**src/rtl/ps2_keys_pkg.sv**
```systemverilog
// ============================================================================
// Module   : ps2_keys_pkg
// Brief    : Shared types and constants for the PS/2 set-2 key tracker:
//            prefix-FSM state encoding, prefix bytes, ignored bytes and
//            common scan codes.
// Revision : 1.0 - initial release
// ============================================================================
`default_nettype none

package ps2_keys_pkg;

  // Prefix decoder states
  typedef enum logic [1:0] {
    ST_IDLE    = 2'd0,
    ST_EXT     = 2'd1,
    ST_BRK     = 2'd2,
    ST_EXT_BRK = 2'd3
  } scan_state_e;

  // Prefix bytes
  localparam logic [7:0] PREFIX_EXT = 8'hE0;
  localparam logic [7:0] PREFIX_BRK = 8'hF0;

  // Controller / keyboard housekeeping bytes that never carry a key code
  localparam logic [7:0] IGN_BAT_OK = 8'hAA;
  localparam logic [7:0] IGN_ACK    = 8'hFA;
  localparam logic [7:0] IGN_RESEND = 8'hFE;
  localparam logic [7:0] IGN_ECHO   = 8'hEE;
  localparam logic [7:0] IGN_ERR0   = 8'h00;
  localparam logic [7:0] IGN_ERRF   = 8'hFF;

  // Common scan codes
  localparam logic [7:0] SC_ENTER = 8'h5A;
  localparam logic [7:0] SC_ESC   = 8'h76;
  localparam logic [7:0] SC_SPACE = 8'h29;
  localparam logic [7:0] SC_UP    = 8'h75;

  // True for bytes that are dropped without touching the decoder state
  function automatic logic is_ignored_byte(input logic [7:0] b);
    return (b == IGN_BAT_OK) || (b == IGN_ACK)  || (b == IGN_RESEND) ||
           (b == IGN_ECHO)   || (b == IGN_ERR0) || (b == IGN_ERRF);
  endfunction

endpackage : ps2_keys_pkg

`default_nettype wire

```
**src/rtl/ps2_scan_fsm.sv**
```systemverilog
// ============================================================================
// Module   : ps2_scan_fsm
// Brief    : PS/2 set-2 prefix decoder. Tracks E0/F0 prefixes and emits one
//            decoded code per completed make/break sequence. The code event
//            is combinational on the strobe cycle so the key registers in the
//            parent can present results one cycle after the final byte.
//            Optional prefix timeout enabled by macro PS2_TIMEOUT_EN.
// Revision : 1.0 - initial release
// ============================================================================
`default_nettype none

module ps2_scan_fsm
  import ps2_keys_pkg::*;
#(
  parameter int TIMEOUT_CYCLES = 100_000
) (
  input  logic       clk_i,
  input  logic       rst_i,
  input  logic [7:0] data_i,
  input  logic       valid_i,
  output logic       code_valid_o,
  output logic [7:0] code_o,
  output logic       is_ext_o,
  output logic       is_break_o,
  output logic       proto_timeout_o
);

  scan_state_e state_q;
  scan_state_e state_d;

  // Next-state and decoded-code event for the current strobe
  always_comb begin
    state_d      = state_q;
    code_valid_o = 1'b0;
    is_ext_o     = 1'b0;
    is_break_o   = 1'b0;
    if (valid_i && !is_ignored_byte(data_i)) begin
      case (state_q)
        ST_IDLE: begin
          if (data_i == PREFIX_EXT)      state_d = ST_EXT;
          else if (data_i == PREFIX_BRK) state_d = ST_BRK;
          else                           code_valid_o = 1'b1;
        end
        ST_EXT: begin
          if (data_i == PREFIX_BRK)      state_d = ST_EXT_BRK;
          else if (data_i == PREFIX_EXT) state_d = ST_EXT;
          else begin
            code_valid_o = 1'b1;
            is_ext_o     = 1'b1;
            state_d      = ST_IDLE;
          end
        end
        ST_BRK: begin
          if (data_i == PREFIX_EXT)      state_d = ST_EXT;
          else if (data_i == PREFIX_BRK) state_d = ST_BRK;
          else begin
            code_valid_o = 1'b1;
            is_break_o   = 1'b1;
            state_d      = ST_IDLE;
          end
        end
        ST_EXT_BRK: begin
          if (data_i == PREFIX_EXT)      state_d = ST_EXT;
          else if (data_i == PREFIX_BRK) state_d = ST_EXT_BRK;
          else begin
            code_valid_o = 1'b1;
            is_ext_o     = 1'b1;
            is_break_o   = 1'b1;
            state_d      = ST_IDLE;
          end
        end
        default: state_d = ST_IDLE;
      endcase
    end
  end

  assign code_o = data_i;

`ifdef PS2_TIMEOUT_EN
  localparam int CW = (TIMEOUT_CYCLES > 2) ? $clog2(TIMEOUT_CYCLES) : 1;
  localparam logic [CW-1:0] CNT_LAST = CW'(TIMEOUT_CYCLES - 1);

  logic [CW-1:0] cnt_q;
  logic          timeout_q;

  // State register plus prefix watchdog: abandon a stalled prefix sequence
  always_ff @(posedge clk_i or posedge rst_i) begin
    if (rst_i) begin
      state_q   <= ST_IDLE;
      cnt_q     <= '0;
      timeout_q <= 1'b0;
    end else begin
      timeout_q <= 1'b0;
      if (valid_i || (state_q == ST_IDLE)) begin
        state_q <= state_d;
        cnt_q   <= '0;
      end else if (cnt_q == CNT_LAST) begin
        state_q   <= ST_IDLE;
        cnt_q     <= '0;
        timeout_q <= 1'b1;
      end else begin
        cnt_q <= cnt_q + 1'b1;
      end
    end
  end

  assign proto_timeout_o = timeout_q;
`else
  // State register; a prefix state waits indefinitely for its next byte
  always_ff @(posedge clk_i or posedge rst_i) begin
    if (rst_i) state_q <= ST_IDLE;
    else       state_q <= state_d;
  end

  logic unused_timeout_cfg;
  assign unused_timeout_cfg = (TIMEOUT_CYCLES != 0);
  assign proto_timeout_o    = 1'b0;
`endif

endmodule : ps2_scan_fsm

`default_nettype wire

```
**src/rtl/ps2_key_tracker.sv**
```systemverilog
// ============================================================================
// Module   : ps2_key_tracker
// Brief    : PS/2 set-2 key tracker. Decodes the byte stream from the PS/2
//            controller and keeps held state plus press/release pulses for a
//            parameterised table of keys. Typematic repeats produce no pulse.
//            Optional prefix timeout enabled by macro PS2_TIMEOUT_EN.
// Revision : 1.0 - initial release
// ============================================================================
`default_nettype none

module ps2_key_tracker
  import ps2_keys_pkg::*;
#(
  parameter int                    NUM_KEYS       = 4,
  parameter logic [NUM_KEYS*8-1:0] KEY_CODES      = {SC_UP, SC_SPACE, SC_ESC, SC_ENTER},
  parameter logic [NUM_KEYS-1:0]   KEY_EXT        = 4'b1000,
  parameter int                    TIMEOUT_CYCLES = 100_000
) (
  input  logic                CLOCK_50,
  input  logic                reset,
  input  logic [7:0]          received_data,
  input  logic                received_data_en,
  output logic [NUM_KEYS-1:0] key_held,
  output logic [NUM_KEYS-1:0] key_press_pulse,
  output logic [NUM_KEYS-1:0] key_release_pulse,
  output logic                any_key_held,
  output logic                proto_timeout
);

  logic          code_valid;
  logic [7:0]    code;
  logic          is_ext;
  logic          is_break;
  logic [NUM_KEYS-1:0] held_d;
  logic          any_q;

  ps2_scan_fsm #(
    .TIMEOUT_CYCLES (TIMEOUT_CYCLES)
  ) u_scan_fsm (
    .clk_i           (CLOCK_50),
    .rst_i           (reset),
    .data_i          (received_data),
    .valid_i         (received_data_en),
    .code_valid_o    (code_valid),
    .code_o          (code),
    .is_ext_o        (is_ext),
    .is_break_o      (is_break),
    .proto_timeout_o (proto_timeout)
  );

  for (genvar i = 0; i < NUM_KEYS; i++) begin : g_key
    logic match;
    logic held_q;
    logic press_q;
    logic release_q;

    // Duplicate table entries all match, so each key decides independently
    assign match     = code_valid && (code == KEY_CODES[i*8 +: 8]) && (is_ext == KEY_EXT[i]);
    assign held_d[i] = match ? !is_break : held_q;

    // Held state and edge pulses; a make on a held key is a typematic repeat
    always_ff @(posedge CLOCK_50 or posedge reset) begin
      if (reset) begin
        held_q    <= 1'b0;
        press_q   <= 1'b0;
        release_q <= 1'b0;
      end else begin
        held_q    <= held_d[i];
        press_q   <= match && !is_break && !held_q;
        release_q <= match &&  is_break &&  held_q;
      end
    end

    assign key_held[i]          = held_q;
    assign key_press_pulse[i]   = press_q;
    assign key_release_pulse[i] = release_q;
  end

  // Registered OR of the next held vector so it lines up with key_held
  always_ff @(posedge CLOCK_50 or posedge reset) begin
    if (reset) any_q <= 1'b0;
    else       any_q <= |held_d;
  end

  assign any_key_held = any_q;

endmodule : ps2_key_tracker

`default_nettype wire
```
**config.mk**
```make
export PLATFORM = sky130hd
export DESIGN_NAME = ps2_key_tracker
export DESIGN_NICKNAME = d
export VERILOG_FILES = /design/src/rtl/ps2_keys_pkg.sv /design/src/rtl/ps2_scan_fsm.sv /design/src/rtl/ps2_key_tracker.sv
export SDC_FILE = /design/constraint.sdc
export NUM_CORES = 1
export LEC_CHECK = 0
export ABC_CLOCK_PERIOD_IN_PS = 1570
export CAP_MARGIN = 20
export CORE_UTILIZATION = 40
export CTS_CLUSTER_DIAMETER = 80
export DETAILED_ROUTE_END_ITERATION = 7
export HOLD_SLACK_MARGIN = 0.06
export PLACE_DENSITY = 0.74
export REMOVE_ABC_BUFFERS = 1
export SLEW_MARGIN = 20
export SYNTH_ARGS = -nofsm -noshare
export SYNTH_HDL_FRONTEND = slang
export SYNTH_SLANG_ARGS = --single-unit
```
**constraint.sdc**
```tcl
create_clock -name CLOCK_50 -period 1.57 [get_ports CLOCK_50]
set_input_delay 0.2355 -clock CLOCK_50 [delete_from_list [all_inputs] [get_ports CLOCK_50]]
set_output_delay 0.2355 -clock CLOCK_50 [all_outputs]
set_load 0.03 [all_outputs]
```
Word-level counts from Yosys, hierarchy flattened --
Cells that the tools add are included.
Storage, ports and cells: bits in read-only memories 0, logic and storage cells 95, bits of input ports 11, latch bits 0, memory bits (writable) 0, output and inout bits 14, register bits after elaboration 15, memories 0
Operators by class: bitwise operators 1, eq/ne operators 15, add/subtract/negate cells 0, div/mod/pow operators 0, reductions and logical operators 42, shift-type cells 0, $lt $le $gt $ge 0, muxes and demuxes 23, $mul 0
Operators by type and width (number):
- 8-bit == test, second input constant | 7
- 1-bit logical AND | 25
- 8-bit by 7-bit == test with 1-bit output, second input constant | 3
- 2-bit two-way mux | 7
- 1-bit two-way mux | 13
- 8-bit by 6-bit == test with 1-bit output, second input constant | 1
- 8-bit zero test | 1
- 2-bit one-hot mux with 4 select lines | 1
- 1-bit zero test | 6
- 1-bit logical OR | 5
- 2-bit == test, second input constant | 2
- 1-bit one-hot mux with 2 select lines | 2
- 4-bit OR reduction | 1
- 3-bit by 1-bit inequality test with 1-bit output, second input constant | 1
- 3-bit OR reduction | 1
- 2-bit by 1-bit == test with 1-bit output, second input constant | 1
- 2-bit zero test | 1
- 2-bit AND reduction | 1
- 2-bit OR reduction | 1
- 1-bit NOT | 1

Depth between registers and ports, before layout --
Gate-level depths: netlist of the first run.
word-level depth 13, mapped depth 5, depth with buffers taken out 4

Modules after synthesis --
A second synthesis of the first run with hierarchy kept.
Second synthesis, totals: cells, all modules 92, area, all modules 960.9 µm²
By module, submodules not included:
- ps2_key_tracker | seq. area each 325.3 µm², area an instance 681.9 µm², cells each 55, instances 1
- ps2_scan_fsm | seq. area each 50.0 µm², area an instance 279.0 µm², cells each 37, instances 1

Least setup slack after synthesis of the first run --
Ideal clock, no wire load.
path kind register to register, start register u_scan_fsm.state_q[0], end register any_q, in the netlist any_key_held, setup slack 0.315 ns, period minus slack after synthesis 1.255 ns, cell stages (with the launch flop) 5, data required time 1.434 ns, buffers on the path 0, arrival 1.119 ns, library setup time 0.136 ns, cells stage by stage dfrtp_1 and4bb_2 nand4b_1 mux2i_1 nand4_1
Between the ends: cells in the longest elaborated chain, start to end 8, elaborated cells on any way between the ends 27, those cells by class 3 x eq/ne; 10 x mux; 1 x bitwise; 13 x reduce/logical
Ends and longest elaborated chain:
- start, declared | line ps2_scan_fsm.sv:28 | scan_state_e state_q;
- start signal, assigned | line ps2_scan_fsm.sv:112 | else state_q <= state_d;
- 2-bit == test or 2-bit zero test (tied branches) | line ps2_scan_fsm.sv:38 | case (state_q)
- 3-bit OR reduction (no source line)
- 1-bit one-hot mux with 2 select lines | line ps2_scan_fsm.sv:38
- 1-bit two-way mux | line ps2_scan_fsm.sv:37 | if (valid_i && !is_ignored_byte(data_i)) begin
- 1-bit logical AND (2 in series) | line ps2_key_tracker.sv:58 | assign match = code_valid && (code == KEY_CODES[i*8 +: 8]) && (is_ext == KEY_EXT[i]);
- 1-bit two-way mux | line ps2_key_tracker.sv:59 | assign held_d[i] = match ? !is_break : held_q;
- 4-bit OR reduction (*) | line ps2_key_tracker.sv:82 | else any_q <= |held_d;
- end signal, assigned | line ps2_key_tracker.sv:82
- end, declared | line ps2_key_tracker.sv:35 | logic any_q;
Every way passes the cells marked *; elsewhere a longest branch is shown, timed or not. A chain may end at the register's enable or synchronous reset.

Final worst setup path of the first run --
start input port received_data[6], end register u_scan_fsm.state_q[1]
Between the ends: cells in the longest elaborated chain, start to end 9, elaborated cells on any way between the ends 24, those cells by class 8 x eq/ne; 7 x mux; 9 x reduce/logical
Ends and longest elaborated chain:
- start, declared | line ps2_key_tracker.sv:21 | input logic [7:0] received_data,
- 8-bit == test | line ps2_keys_pkg.sv:40 | return (b == IGN_BAT_OK) || (b == IGN_ACK) || (b == IGN_RESEND) ||
- 1-bit logical OR (3 in series) | line ps2_keys_pkg.sv:40
- 1-bit logical OR (2 in series) | line ps2_keys_pkg.sv:41 | (b == IGN_ECHO) || (b == IGN_ERR0) || (b == IGN_ERRF);
- 1-bit zero test | line ps2_scan_fsm.sv:37
- 1-bit logical AND | line ps2_scan_fsm.sv:37
- 2-bit AND reduction (no source line)
Parallel ways exist; a longest one is shown, timed or not.

==> impl_metrics.ini, run 1 <==
[outcome]
outcome = finished clean

[cts]
cts.sinks = 15
postCtsSetupBuffers = 0
cts_buffers = 3
cts_tree = built
worstSkewPairLatency_ns = 0.28
htree_num_levels = 1
clkSlewWorstSetupHoldPaths_ns = 0.08
clock-root-buffer = clkbuf_4
clockBufferDepth = 2

[sta]
setup_violations = 0
post-route-period-util_pct = 96.7
rsz0062_at_grt = no
final.min_clock_period_ns = 1.52
slew_headroom_pct = 63.5
tightest_slew_ns = 0.546
setup_slack_ns = 0.0524
hold_violations = 0
whs_ns = 0.307
drv_slew = 0
finClkSkew_ns = 0.00395
fmax_mhz = 659

[floorplan]
dieArea_um2 = 2290
die_y_um = 47.8
core_um2 = 1960
die_w_um = 47.8
rows = 16
floorplan.initialDensity_pct = 42.8
ios = 25

[logic_synthesis]
synth-seq-cells = 15
yosysUniqueCellTypes = 27
yosysWarnings = 0
synthesis.instances = 83
seq_area_frac_synth_pct = 44.7
syn_area_um2 = 840
synth.avg_cell_area_um2 = 10.1

[grt]
grt_pass1_wl_um = 2620
grt_max_degree = 16
grt_remaining_overflow = 0
grt_pass1_vias = 633
antenna_found_initial = 0
track_usage_pct = 16.9

[final_layout]
final_cell_mix = dfrtp_1, clkdlybuf4s50_1, buf_4
antennaDiodeCount = 0
fin_util_pct = 57.7
fin_nets = 122
drive_gt1_share_pct = 20.9
design_area_um2 = 1130
area.growth.synth_to_final_pct = 34.9

[critical_path]
critPathMaxFanout = 6
crit_path_top_delay_cell = or4_1
worstSetupPathType = in2reg
crit_path_max_incr_delay_ns = 0.55
cp.arrival_ns = 1.72
path_cells = clkdlybuf4s50_1, or4_1, a21oi_1, a311oi_1, o22ai_1
required_ns = 1.78
startpoint_type = input pin
endpoint_kind = register

[pwr]
p_per_area_nw_per_um2 = 671
power_leakage_uw = 0.000614
vdd.ir_drop.worst_mv = 0.230

[flow_run]
cap_viol_max_count = 0

[hold_path]
min_path_type = in2async

[drt]
num_vias = 673
final_antenna_net_count = 0
drt_iter0_drc = 12
drc_errors = 0
routedWlPerCell_um = 11.9
via_per_inst = 4.91
dr.pass1.iters = 4
drt_wl_total_um = 1630

[placement]
port_buffers = 23
post-place-ws_ns = -0.215
hpwl_um = 1300
placed_cell_area_um2 = 1100
place_congestion = 0.750
==> metrics by stage <==
stage	std cells	TNS, ns	power (uW)
global placement	133	-0.864	555
floorplan	68	0	469
global route	137	0	795
detailed placement	133	-1.47	558
CTS	137	0	764
finish	137	0	759
==> registers in the layout (all words and copies together), names as in the netlist <==
| name | count |
|---|---|
| u_scan_fsm.state_q | 2 |
| g_key.held_q | 4 |
| any_key_held | 1 |
| g_key.press_q | 4 |
| g_key.release_q | 4 |
==> worst max-delay path: cells and delay by family <==
family	cells	cell delay, ns
buffers and inverters	1	0.51
AND/OR/NAND/NOR	1	0.55
AO/OA/AOI/OAI	3	0.43
==> final timing paths <==
check | start | endpoint | slack (ns) | cells past startpoint
min in group CLOCK_50 | g_key[2].held_q | g_key[2].press_q | 0.48 | 1
worst min-delay path | reset | g_key[1].release_q | 0.31 | 2
worst min register to register | g_key[2].held_q | g_key[2].press_q | 0.48 | 1
worst max-delay path | received_data[6] | u_scan_fsm.state_q[1] | 0.05 | 5
worst max register to register | u_scan_fsm.state_q[0] | any_key_held | 0.12 | 4
max in group asynchronous | reset | any_key_held | 0.90 | 2
==> cells in the mapped netlist <==
library cell / number / area share, %
a21o_1: 1 / 0.89
a21oi_1: 1 / 0.60
a311oi_1: 1 / 1.0
and2b_1: 1 / 0.89
and4b_1: 1 / 1.2
and4bb_2: 3 / 4.5
buf_4: 13 / 12
buf_6: 1 / 1.3
clkdlybuf4s25_2: 1 / 1.2
conb_1: 1 / 0.45
dfrtp_1: 15 / 45
inv_1: 8 / 3.6
mux2i_1: 4 / 4.8
nand2_1: 5 / 2.2
nand3_1: 2 / 1.2
nand3b_1: 1 / 0.89
nand4_1: 3 / 2.2
nand4_2: 1 / 1.5
nand4b_1: 2 / 2.1
nor2_1: 3 / 1.3
nor3_1: 6 / 3.6
nor4b_1: 2 / 2.1
o21ai_0: 1 / 0.60
o22ai_1: 1 / 0.75
o31ai_1: 1 / 0.89
or4_1: 3 / 2.7
or4b_1: 1 / 1.2
==> routing by layer <==
| layer | vias up | global-route usage (%) | routed length (um) | part of all wire, % |
|---|---|---|---|---|
| met2 | 24 | 29.5 | 825 | 50 |
| met1 | 310 | 19.2 | 692 | 42 |
| li1 | 335 | - | - | - |
| met5 | - | 0 | 0 | 0 |
| met3 | 4 | 3.40 | 94 | 5.8 |
| met4 | 0 | 8.89 | 21 | 1.3 |
==> cell families (layout without fill, tap and decap cells) <==
family	Yosys count	count (layout)	share of synthesized area, %
simple gates	34	34	27.6
buf+inv	23	50	17.7
flops	15	15	44.7
compound gates	6	6	4.77
mux	4	4	4.77
other cells	1	1	0.447
==> power breakdown <==
part | leakage [uW] | switching (uW) | internal, uW
Combinational | 0.000391 | 74.2 | 67.3
Sequential | 0.000207 | 7.90 | 397
Clock | 0.0000150 | 114 | 98.6
==> layout make-up <==
type | instances | area, um^2
timing repair buffer | 38 | 348
inverter | 8 | 30.0
sequential | 15 | 375
fill | 182 | 830
clock buffer | 4 | 26.3
multi-input combinational | 45 | 319
tap | 27 | 33.8
==> what timing repair did <==
item                       CTS  global route
pin swaps                    0             1
hold buffers                 0             0
setup endpoints to repair    4             4
gates resized for setup      4             5
Note: power is estimated with default switching activity, not from simulation.
==> inputs of run 2 (changes only) <==
ABC_AREA = 0   (was not set)
CTS_BUF_LIST = sky130_fd_sc_hd__clkbuf_8   (was not set)
SLEW_MARGIN = not set   (was 20)
==> run 2 against run 1 <==
Compared with the run above: first-iteration DRC count down 42%; worst hold slack better by 0.041 ns; die area is the same; cell count stayed put; critical path type unchanged.
==> impl_metrics.ini, run 2 (synthesis gave the netlist of run 1 again) <==
[outcome]
outcome = finished clean

[sta]
finClkSkew_ns = 0.00117
whs_ns = 0.348
final.min_clock_period_ns = 1.51
fmax_mhz = 660
drv_slew = 0
setup_slack_ns = 0.0551
slew_headroom_pct = 64.1
post-route-period-util_pct = 96.5
tightest_slew_ns = 0.538
hold_violations = 0
setup_violations = 0

[placement]
placed_cell_area_um2 = 1100
place_congestion = 0.750
port_buffers = 23
post-place-ws_ns = -0.215
placed_cells = 133
hpwl_um = 1300

[final_layout]
drive_gt1_share_pct = 22.7
fin_util_pct = 60.1
fin_nets = 122
area.growth.synth_to_final_pct = 40.4
multi_input_area_um2 = 327
design_area_um2 = 1180
final_cell_mix = dfrtp_1, buf_4, clkdlybuf4s50_1
top_regs = g_key.held_q x4, g_key.press_q x4, g_key.release_q x4
antennaDiodeCount = 0
fill_cells = 182
fin_cells = 137
regArea_um2 = 375

[pwr]
seqPwrFrac_pct = 48.0
power_leakage_uw = 0.000662
vdd.ir_drop.worst_mv = 0.316
clkPwrFrac_pct = 35.0
p_int_uw = 641
swShare_pct = 24.3
p_per_area_nw_per_um2 = 718
pwr-share-comb_pct = 17.0
power.switching_uw = 206

[grt]
grt_remaining_overflow = 0
grt_max_degree = 16
antenna_found_initial = 0
track_usage_pct = 17.3
grt_pass1_wl_um = 2610
grt_pass1_vias = 618

[drt]
routedWlPerCell_um = 12.3
num_vias = 682
via_per_inst = 4.98
drt_iter0_drc = 7
drc_errors = 0
final_antenna_net_count = 0
drt_wl_total_um = 1690
dr.pass1.iters = 4

[floorplan]
ios = 25
core_um2 = 1960
die_w_um = 47.8
rows = 16
floorplan.initialDensity_pct = 42.8
dieArea_um2 = 2290
die_y_um = 47.8

[critical_path]
endpoint_kind = register
reg2reg_depth = 4
worstSetupPathType = in2reg
cp.arrival_ns = 1.68
startpoint_type = input pin
critPathMaxFanout = 5
rrSetupSlack_ns = 0.14
required_ns = 1.74

[hold_path]
min_path_type = in2async

[cts]
holdBufCountCts = 0
cts_buffers = 3
clock-root-buffer = clkbuf_8
htree_num_levels = 1
postCtsSetupBuffers = 0
worstSkewPairLatency_ns = 0.24
clkSlewWorstSetupHoldPaths_ns = 0.05
cts-resized-gates = 0
clockBufferDepth = 2
cts_tree = built
cts.sinks = 15

[flow_run]
cap_viol_max_count = 0
[run 2: changes by cell type in the layout (fill, tap and decap cells not counted)]
| cell | change |
|---|---|
| a21oi_1 | -1 |
| a21oi_2 | +1 |
| clkbuf_1 | -1 |
| clkbuf_4 | -3 |
| clkbuf_8 | +3 |
| clkdlybuf4s50_1 | -2 |
| dlygate4sd2_1 | -4 |
| dlymetal6s2s_1 | +6 |
| inv_1 | +1 |
| mux2i_1 | -1 |
| mux2i_2 | +1 |
[run 2: final cells by class]
type	instances	area share, %
Clock buffer	3	3.50
Clock inverter	1	0.318
Inverter	8	2.55
Multi-Input combinational cell	45	27.7
Sequential cell	15	31.8
Tap cell	27	2.87
Timing Repair Buffer	38	31.2
[run 2: power groups by stage]
| stage | combinational, uW | sequential, uW | clock, uW |
|---|---|---|---|
| after global placement | 141 | 414 | 0 |
| after CTS | 145 | 406 | 300 |
| after floorplan | 33.3 | 436 | 0 |
| after detailed placement | 145 | 413 | 0 |
| after global routing | 154 | 408 | 318 |
| final | 144 | 406 | 296 |
[run 2: stage by stage]
| step | setup TNS (ns) | total power [uW] |
|---|---|---|
| finish | 0 | 847 |
| global route | -0.0173 | 881 |
| CTS | 0 | 852 |
| detailed placement | -1.47 | 558 |
| global placement | -0.864 | 555 |
| floorplan | 0 | 469 |
[run 2: worst max-delay path, cell delays in order]
cell and delay, ns:
clkdlybuf4s50_1 0.48, or4_1 0.57, a21oi_2 0.17, a311oi_1 0.06, o22ai_1 0.16
[run 2: path summary, 6_finish.rpt]
path	start	end
min reg2reg	g_key[2].held_q	g_key[2].press_q
min in group CLOCK_50	g_key[2].held_q	g_key[2].press_q
max in group asynchronous	reset	g_key[1].press_q
max reg2reg	u_scan_fsm.state_q[0]	any_key_held
min	reset	g_key[2].press_q
max	received_data[5]	u_scan_fsm.state_q[1]
[run 2: routing by layer]
| metal | track usage (%) | vias up | share of wire (%) |
|---|---|---|---|
| met5 | 0 | - | 0 |
| met4 | 12.2 | 0 | 2.5 |
| met3 | 3.40 | 4 | 5.3 |
| met2 | 29.2 | 24 | 50 |
| met1 | 19.2 | 320 | 42 |
| li1 | - | 334 | - |
==> inputs of run 3 (changes only) <==
MAX_ROUTING_LAYER = met4   (was not set)
==> run 3 against run 2 <==
Compared with the run above: total power barely moved; critical path depth stayed put; first-iteration DRC count unchanged; worst hold slack barely moved; largest cell class unchanged.
==> impl_metrics.ini, run 3 (synthesis gave the netlist of run 1 again) <==
[outcome]
outcome = finished clean

[critical_path]
cp_top_family = simple AND/OR/NAND/NOR gates
crit_path_top_delay_cell = or4_1
critPathBufInv = 1
reg2reg_depth = 4
critPathMaxFanout = 5
cp.depth = 5
startpoint_type = input pin
path_cells = clkdlybuf4s50_1, or4_1, a21oi_2, a311oi_1, o22ai_1
endpoint_kind = register
cp.arrival_ns = 1.68
worstSetupPathType = in2reg
crit_path_max_incr_delay_ns = 0.57
required_ns = 1.74

[placement]
hpwl_um = 1300
placed_cells = 133
placed_cell_area_um2 = 1100
port_buffers = 23
place_congestion = 0.760

[sta]
slew_headroom_pct = 64.1
hold_violations = 0
final.min_clock_period_ns = 1.51
setup_violations = 0
fmax_mhz = 660
tns_ns = 0
whs_ns = 0.348
finClkSkew_ns = 0.00119
tightest_slew_ns = 0.538
drv_slew = 0
post-route-period-util_pct = 96.5

[drt]
final_antenna_net_count = 0
dr.pass1.iters = 4
via_per_inst = 4.98
drc_errors = 0
routedWlPerCell_um = 12.3
drt_iter0_drc = 7
drt_wl_total_um = 1690
num_vias = 682

[pwr]
p_per_area_nw_per_um2 = 718
vdd.ir_drop.worst_mv = 0.316
power_leakage_uw = 0.000662

[cts]
htree_num_levels = 1
clockBufferDepth = 2
cts.sinks = 15
cts_buffers = 3
postCtsSetupBuffers = 0
cts_tree = built
clock-root-buffer = clkbuf_8
worstSkewPairLatency_ns = 0.24
clkSlewWorstSetupHoldPaths_ns = 0.05

[final_layout]
fin_cells = 137
drive_gt1_share_pct = 22.7
final_cell_mix = dfrtp_1, buf_4, clkdlybuf4s50_1
fin_nets = 122
design_area_um2 = 1180
area.growth.synth_to_final_pct = 40.4
antennaDiodeCount = 0
top_regs = g_key.held_q x4, g_key.press_q x4, g_key.release_q x4

[grt]
grt_remaining_overflow = 0
track_usage_pct = 17.8
use_met3_pct = 3.40
grt_pass1_wl_um = 2610
grt-busiest-layer = met2
antenna_found_initial = 0
grt_use_met2_pct = 29.2
grt_max_degree = 16
grt_pass1_vias = 619
grt_use_met1_pct = 19.2

[floorplan]
core_um2 = 1960
rows = 16
die_w_um = 47.8
dieArea_um2 = 2290
ios = 25
floorplan.initialDensity_pct = 42.8
die_y_um = 47.8

[flow_run]
cap_viol_max_count = 0

[hold_path]
min_path_type = in2async
## run 3: cell counts in the layout (fill, tap and decap cells not counted)
No cell type changed its count.
## run 3: what timing repair did
item,in CTS,in global routing
endpoints found under the hold margin,0,0
resized for setup,0,13
endpoints found under the setup margin,0,7
hold buffers,0,0
## run 3: layout make-up
| cell class | instances | area [um^2] |
|---|---|---|
| clock buffers | 3 | 41.3 |
| repair buffers | 38 | 368 |
| clock inverters | 1 | 3.75 |
| flip-flops and latches | 15 | 375 |
| multi-input cells | 45 | 327 |
| fillers | 182 | 783 |
| well taps | 27 | 33.8 |
| inverters | 8 | 30.0 |
## run 3: metal layers
| layer | share of wire, % | up-vias |
|---|---|---|
| li1 | - | 334 |
| met1 | 42 | 320 |
| met2 | 50 | 24 |
| met3 | 5.2 | 4 |
| met4 | 2.6 | 0 |
| met5 | 0 | - |
## run 3: worst paths after layout
| kind | slack (ns) | from | end |
|---|---|---|---|
| max reg2reg | 0.14 | u_scan_fsm.state_q[0] | any_key_held |
| max | 0.06 | received_data[5] | u_scan_fsm.state_q[1] |
| max in group asynchronous | 0.87 | reset | g_key[1].press_q |
| min | 0.35 | reset | g_key[2].press_q |
| min in group CLOCK_50 | 0.48 | g_key[2].held_q | g_key[2].press_q |
| min reg2reg | 0.48 | g_key[2].held_q | g_key[2].press_q |
## run 3: per-stage QoR
stage / worst slack (ns) / utilization, % / power (uW)
finish: 0.0551 / 60.1 / 847
global route: -0.0173 / 60.1 / 881
CTS: 0.00145 / 58.2 / 852
detailed placement: -0.215 / 55.9 / 558
global placement: -0.210 / 55.9 / 555
floorplan: 0.314 / - / 469
## run 3: worst register-to-register path: stages (launching register included)
cell and delay, ns:
dfrtp_1 0.42, and4bb_2 0.33, nand4_1 0.17, mux2i_2 0.25
nand4_1 0.12
## run 3: power breakdown
group          switching (uW)  internal (uW)  total [uW]
clock network             123            173         296
registers                8.00            398         406
logic                    75.0           69.3         144
total                     206            641         847
